### src/rtl/rx_frame_parser.sv
// rx_frame_parser: hunts for SYNC, validates LEN/payload/checksum, buffers the payload
// and drains it through a ready/valid port; bad frames are dropped with a coded error pulse.
module rx_frame_parser #(
    parameter logic [7:0] SYNC    = 8'hA5,
    parameter int         MAX_LEN = 16,
    parameter int         TIMEOUT = 50000
) (
    input  logic       clk,
    input  logic       rst_n,
    input  logic [7:0] in_data,
    input  logic       in_valid,
    input  logic       in_ok,
    output logic [7:0] out_data,
    output logic       out_valid,
    input  logic       out_ready,
    output logic       out_last,
    output logic       pkt_err,
    output logic [1:0] err_code,
    output logic       drop,
    output logic       busy
);
    localparam int PW = (MAX_LEN > 1) ? $clog2(MAX_LEN) : 1;
    localparam int TW = $clog2(TIMEOUT + 1);
    localparam logic [7:0]    MAX_B  = 8'(MAX_LEN);
    localparam logic [TW-1:0] T_LAST = TW'(TIMEOUT - 1);

    localparam logic [2:0] HUNT    = 3'd0;
    localparam logic [2:0] LEN     = 3'd1;
    localparam logic [2:0] PAYLOAD = 3'd2;
    localparam logic [2:0] CHECK   = 3'd3;
    localparam logic [2:0] DRAIN   = 3'd4;

    logic [2:0]    state;
    logic [7:0]    buf_mem [0:(1<<PW)-1];
    logic [PW-1:0] cnt, lm1, rd_ptr;
    logic [7:0]    sum;
    logic [TW-1:0] tcnt;
    logic          active;

    assign active    = (state == LEN) || (state == PAYLOAD) || (state == CHECK);
    assign busy      = state != HUNT;
    assign out_valid = state == DRAIN;
    assign out_data  = out_valid ? buf_mem[rd_ptr] : 8'h00;
    assign out_last  = out_valid && (rd_ptr == lm1);
    assign drop      = out_valid && in_valid;

    // lm1 holds LEN-1 so both the fill and drain pointers compare against it directly
    always_ff @(posedge clk) begin
        pkt_err <= 1'b0;
        tcnt    <= (in_valid || !active) ? '0 : tcnt + 1'b1;
        if (!rst_n) begin
            state    <= HUNT;
            err_code <= 2'd0;
            tcnt     <= '0;
            cnt      <= '0;
            lm1      <= '0;
            rd_ptr   <= '0;
            sum      <= 8'd0;
        end else if (active && !in_valid && tcnt == T_LAST) begin
            pkt_err  <= 1'b1;
            err_code <= 2'd3;
            state    <= HUNT;
        end else begin
            case (state)
                HUNT: if (in_valid && in_ok && in_data == SYNC) state <= LEN;
                LEN: if (in_valid) begin
                    if (!in_ok || in_data == 8'd0 || in_data > MAX_B) begin
                        pkt_err  <= 1'b1;
                        err_code <= in_ok ? 2'd0 : 2'd1;
                        state    <= HUNT;
                    end else begin
                        lm1   <= PW'(in_data - 8'd1);
                        sum   <= in_data;
                        cnt   <= '0;
                        state <= PAYLOAD;
                    end
                end
                PAYLOAD: if (in_valid) begin
                    if (!in_ok) begin
                        pkt_err  <= 1'b1;
                        err_code <= 2'd1;
                        state    <= HUNT;
                    end else begin
                        buf_mem[cnt] <= in_data;
                        sum          <= sum + in_data;
                        cnt          <= cnt + 1'b1;
                        if (cnt == lm1) state <= CHECK;
                    end
                end
                CHECK: if (in_valid) begin
                    if (in_ok && in_data == sum) begin
                        rd_ptr <= '0;
                        state  <= DRAIN;
                    end else begin
                        pkt_err  <= 1'b1;
                        err_code <= in_ok ? 2'd2 : 2'd1;
                        state    <= HUNT;
                    end
                end
                DRAIN: if (out_ready) begin
                    rd_ptr <= rd_ptr + 1'b1;
                    if (rd_ptr == lm1) state <= HUNT;
                end
                default: state <= HUNT;
            endcase
        end
    end
endmodule

### config.mk
export PLATFORM = sky130hd
export DESIGN_NAME = rx_frame_parser
export DESIGN_NICKNAME = d
export VERILOG_FILES = /design/src/rtl/rx_frame_parser.sv
export SDC_FILE = /design/constraint.sdc
export NUM_CORES = 1
export LEC_CHECK = 0
export ABC_AREA = 1
export CAP_MARGIN = 20
export CORE_MARGIN = 3
export CORE_UTILIZATION = 60
export DETAILED_ROUTE_END_ITERATION = 7
export GPL_ROUTABILITY_DRIVEN = 0
export PLACE_DENSITY_LB_ADDON = 0.1
export SKIP_LAST_GASP = 1
export SLEW_MARGIN = 20
export SYNTH_ARGS = -nofsm -noshare
export SYNTH_HDL_FRONTEND = slang
export SYNTH_SLANG_ARGS = --single-unit
### constraint.sdc
create_clock -name clk -period 2 [get_ports clk]
set_input_delay 0.4 -clock clk [delete_from_list [all_inputs] [get_ports clk]]
set_output_delay 0.4 -clock clk [all_outputs]
set_load 0.03 [all_outputs]
[Word-level counts from Yosys, hierarchy flattened]
Memory sizes are Yosys's and may differ from the RTL's. A register that Yosys moved wholly into a read port is not among the register bits.
Index checks and enable logic that the tools add are counted.
Storage, ports and cells
  latch bits: 0
  memory bits (writable): 128
  ROM bits: 0
  flip-flop bits (word level): 42
  memories: 1
  output and inout bits: 15
  input port bits: 13
Cells by class
  $add $sub $neg: 5
  bitwise operators: 3
  equal/unequal tests: 25
  order comparisons: 1
  multiplexer cells: 52
  $mul: 0
  shift operators: 0
  div/mod/pow operators: 0
  reductions and logical operators: 28
Memory list
  buf_mem: words 16, width 8, rd ports 1, clocked after Yosys merged registers in 1, write ports 1, line 34  | logic [7:0] buf_mem [0:(1<<PW)-1];
Operators by type and width (count)
  $mux 8: 5
  $mux 4: 9
  $mux 3: 9
  $mux 2: 9
  $add 16x1->16 const B: 1
  $eq 16x16->1 const B: 1
  $pmux 4 s2: 2
  $pmux 8 s2: 1
  $ne 3x2->1 const B: 5
  $pmux 3 s5: 1
  $mux 1: 14
  $reduce_and 7->1: 2
  $ne 2x2->1 const B: 6
  $add 4x1->4 const B: 2
  $add 8x8->8: 1
  $eq 4x4->1: 2
  $eq 8x8->1: 1
  $eq 8x8->1 const B: 1
  $gt 8x5->1 const B: 1
  $logic_not 8->1: 1
  $logic_and 1x1->1: 7
  $eq 3x2->1 const B: 2
  $ne 2x1->1 const B: 3
  $pmux 2 s3: 1
  17 further kinds: 27

[Longest topological paths before layout]
  depth in word-level cells: 9
  depth in mapped cells: 12
  depth with buffers taken out: 11

[Worst setup path before layout]
No wires, ideal clock.
  path kind: register -> output
  start point: register with a tool-made name
  end point: output port out_data[4]
  arrival: 1.566 ns
  slack: 0.034 ns
  path buffers: 2
  cell stages (with the launch flop): 7
  data required time: 1.600 ns
  cell sequence: dfxtp_1 > buf_2 > clkbuf_1 > o21ai_0 > o211ai_1 > nand3_1 > a21oi_1
RTL lines
  end: declaration: line 13  | output logic [7:0] out_data,

==> key figures <==
STA
  • Final Max Tran Viols: 0
  • Hold_ws: 451 ps
  • Worst-Margin Slew: 553 ps
  • Final setup fails: 8
  • RSZ-0062 raised after global routing: yes
  • Final Critical Period: 2470 ps
  • Crit share post-route: 124%
  • Worst slew margin: 63.1%
  • Final Hold Viols: 0
  • Achievable frequency: 0.404 GHz
  • Fin worst setup slack: -474 ps
  • Skew final: 10.9 ps

Hold path
  • Worst hold endpoint: tcnt[0]
  • Hold path cells: 1
  • Worst Hold Launch: tcnt[0]
  • Hold crit path type: flip-flop to flip-flop

Critical path
  • Crit Path Category: flip-flop to output port
  • R2r endpoint: buf_mem[6][1]
  • Crit path DAT: 2070 ps
  • Register-to-Register Path Depth: 8
  • CP cell instances: buf_12 > o21ai_0 > o211ai_1 > nand3_1 > a21oi_2 > buf_6
  • WP data required: 1600 ps
  • CP Launch Type: flip-flop
  • Biggest cell delay along the critical path: 470 ps
  • FF-to-FF setup slack: 200 ps
  • Max FO, Critical Path: 22
  • Worst r2r src: state[2]
  • Setup crit end kind: output port
  • Max stage delay cell, worst path: dfxtp_4

Place
  • Placed Instances: 1090
  • PortBufs: 27
  • Final HPWL from detailed placement: 14000 µm
  • Pre-CTS WS: -340 ps

Clock network
  • Worst-Skew Late Latency: 440 ps
  • Clk buf depth: 2
  • Cell chosen for the clock root: clkbuf_16
  • CTS Buf Count: 17
  • Number of clock sinks: 174
  • Hold_buf cts: 0
  • Worst-path clk slew: 60 ps
  • CTS tree: yes
  • CTS H-Tree Depth: 4

Routing
  • First-pass DRT Iterations: 5
  • DRC viols: 0
  • Detail Route Antenna Nets: 0
  • Vias: 6777
  • Post-Route WL: 22100 µm
  • Vias per inst: 5.93
  • Routed wire per std cell: 19.4 µm
  • Iter 0 DRT Violations: 781

Power and ir drop
  • Power per Cell Area: 1010 nW/µm²
  • Overall power: 10.2 mW
  • Leakage: 3.84 nW
  • Maximum vdd drop: 783 µV

Run status
  • Failing checks: setup timing
  • Status: finished, violations left

Logic synthesis
  • Ys Warns: 0
  • Syn_area_per_cell: 9.50 µm²
  • Netlist Area Pre-Place: 8030 µm²
  • Ys flop type: edfxtp_1
  • Ys async rst share: 0%
  • Register area share after synthesis: 59.3%
  • Area leader, netlist: edfxtp_1
  • Dominant cells by area after synthesis: edfxtp_1, dfxtp_1, nor2_1, nand2_1, o21ai_0
  • Post-synth EDFFs: 128
  • Post-Synthesis Cells: 845
  • Synth cell types: 36
  • #FFs+latches synth: 174
  • Syn nets: 874
  • Yosys top cell area share: 47.9%

Global route
  • Total global-route track usage: 30.6%
  • Vias in the first global route: 6546
  • Initial antenna violation count: 0
  • Largest net degree at the start of global routing: 23
  • First-pass GRT wire length: 34000 µm
  • Total grt overflow: 0

Flow run
  • Max-cap violations: 0

Cells and area
  • Share of layout cells above drive strength 1: 21.2%
  • ANT cells: 0
  • Area Overhead vs Synth: 25.4%
  • Post-Layout Cell Count: 1142
  • Nets: 986
  • Util after Layout: 78.2%
  • Number of fill cells in the layout: 840

Floorplan
  • Row count: 41
  • Initial Utilization: 62.4%
  • Die height: 122 µm
  • Io pins: 28
  • Die width: 122 µm
  • Die area: 14800 µm²
  • Core area: 12900 µm²
per-stage QoR:
stage / TNS (ps) / instance area [µm²]
after floorplan: 0 / 8030
after global placement: -17050 / 8950
after detailed placement: -20150 / 8950
after CTS: -3060 / 9880
after global routing: -3810 / 10100
final: -3210 / 10100
area by class of cell:
class	count	area, µm²	share of cell area (%)
clock buffer	19	443	4.40
inverter	69	278	2.76
tap	172	215	2.14
timing repair buffer	123	1240	12.3
sequential	174	4780	47.5
multi-input combinational	572	2980	29.6
clock inverter	13	139	1.38
where the power goes:
part / internal (mW) / switching (mW) / total [mW]
Combinational: 1.13 / 1.68 / 2.81
Clock: 1.87 / 1.41 / 3.29
Sequential: 3.97 / 0.139 / 4.11
placed cells by master (no fill, tap or decap), types with 13 or more instances in the layout:
cell and n:
nor2_1 159, edfxtp_1 128, nand2_1 124, buf_4 75, inv_1 61, o21ai_0 53, nand3_1 40, dfxtp_1 37
o211ai_1 32, a21oi_1 30, o21ai_1 24, clkbuf_16 18, nand4_1 15, ha_1 15, clkdlybuf4s50_1 15, buf_6 15
nor2_2 13
how the worst max path moves through the flow:
stage	start	to	slack [ps]	cells past startpoint
6_report	flip-flop	out_data[4]	-470	6
5_1_grt	flip-flop	out_data[4]	-540	6
4_1_cts	flip-flop	out_data[4]	-410	8
3_5_place_dp	in_data[0]	sum[4]	-340	12
3_3_place_gp	in_data[0]	sum[4]	-320	12
2_1_floorplan	flip-flop	out_data[4]	30	6
registers in the layout (all words and copies together), names as in the netlist, named ones only:
register  flops
rd_ptr        4
pkt_err       1
lm1           4
buf_mem     128
err_code      2
sum           8
state         3
cnt           4
tcnt         16
critical path, delay by kind of cell (launching register included):
kind,cells,cell delay [ps]
AOI/OAI and AO/OA,3,650
DFF,1,470
buffers and inverters,2,350
and+or+nand+nor,1,160
cells by family after synthesis:
family	share of synthesized area (%)
and+or+nand+nor	21.1
adders and majority gates	2.59
xor gates and xnor gates	0.982
buffers and inverters	5.13
DFF	59.3
AOI/OAI and AO/OA	10.9
layer usage:
layer	vias to the layer above	wire [µm]	GRT usage, %
met4	0	796	13.5
met1	3231	8410	38.0
met5	-	0	0
met3	71	1880	7.06
li1	3129	-	-
met2	346	11100	51.4
cell usage after synthesis (2+ instances only):
library cell / n
edfxtp_1: 128
inv_2: 5
xnor2_1: 3
nand3_1: 44
or2_2: 2
nand4_1: 15
nand3_2: 4
nand2_1: 125
o21ai_0: 78
o211ai_1: 32
nor3_1: 10
a21oi_2: 2
ha_1: 15
nand3b_1: 4
nor2_4: 2
nand2_2: 8
o21ai_2: 2
a21oi_1: 37
buf_6: 2
xor2_1: 6
buf_2: 17
nor2_2: 3
dfxtp_1: 46
clkbuf_1: 10
inv_1: 63
nor2_1: 172
what timing repair did:
item / in CTS / in global routing
pin swaps: 26 / 23
gates resized for setup: 65 / 46
buffers inserted: 9 / 7
gates cloned: 3 / 1
setup endpoints to repair: 12 / 15
(Power assumes the default switching activity.)
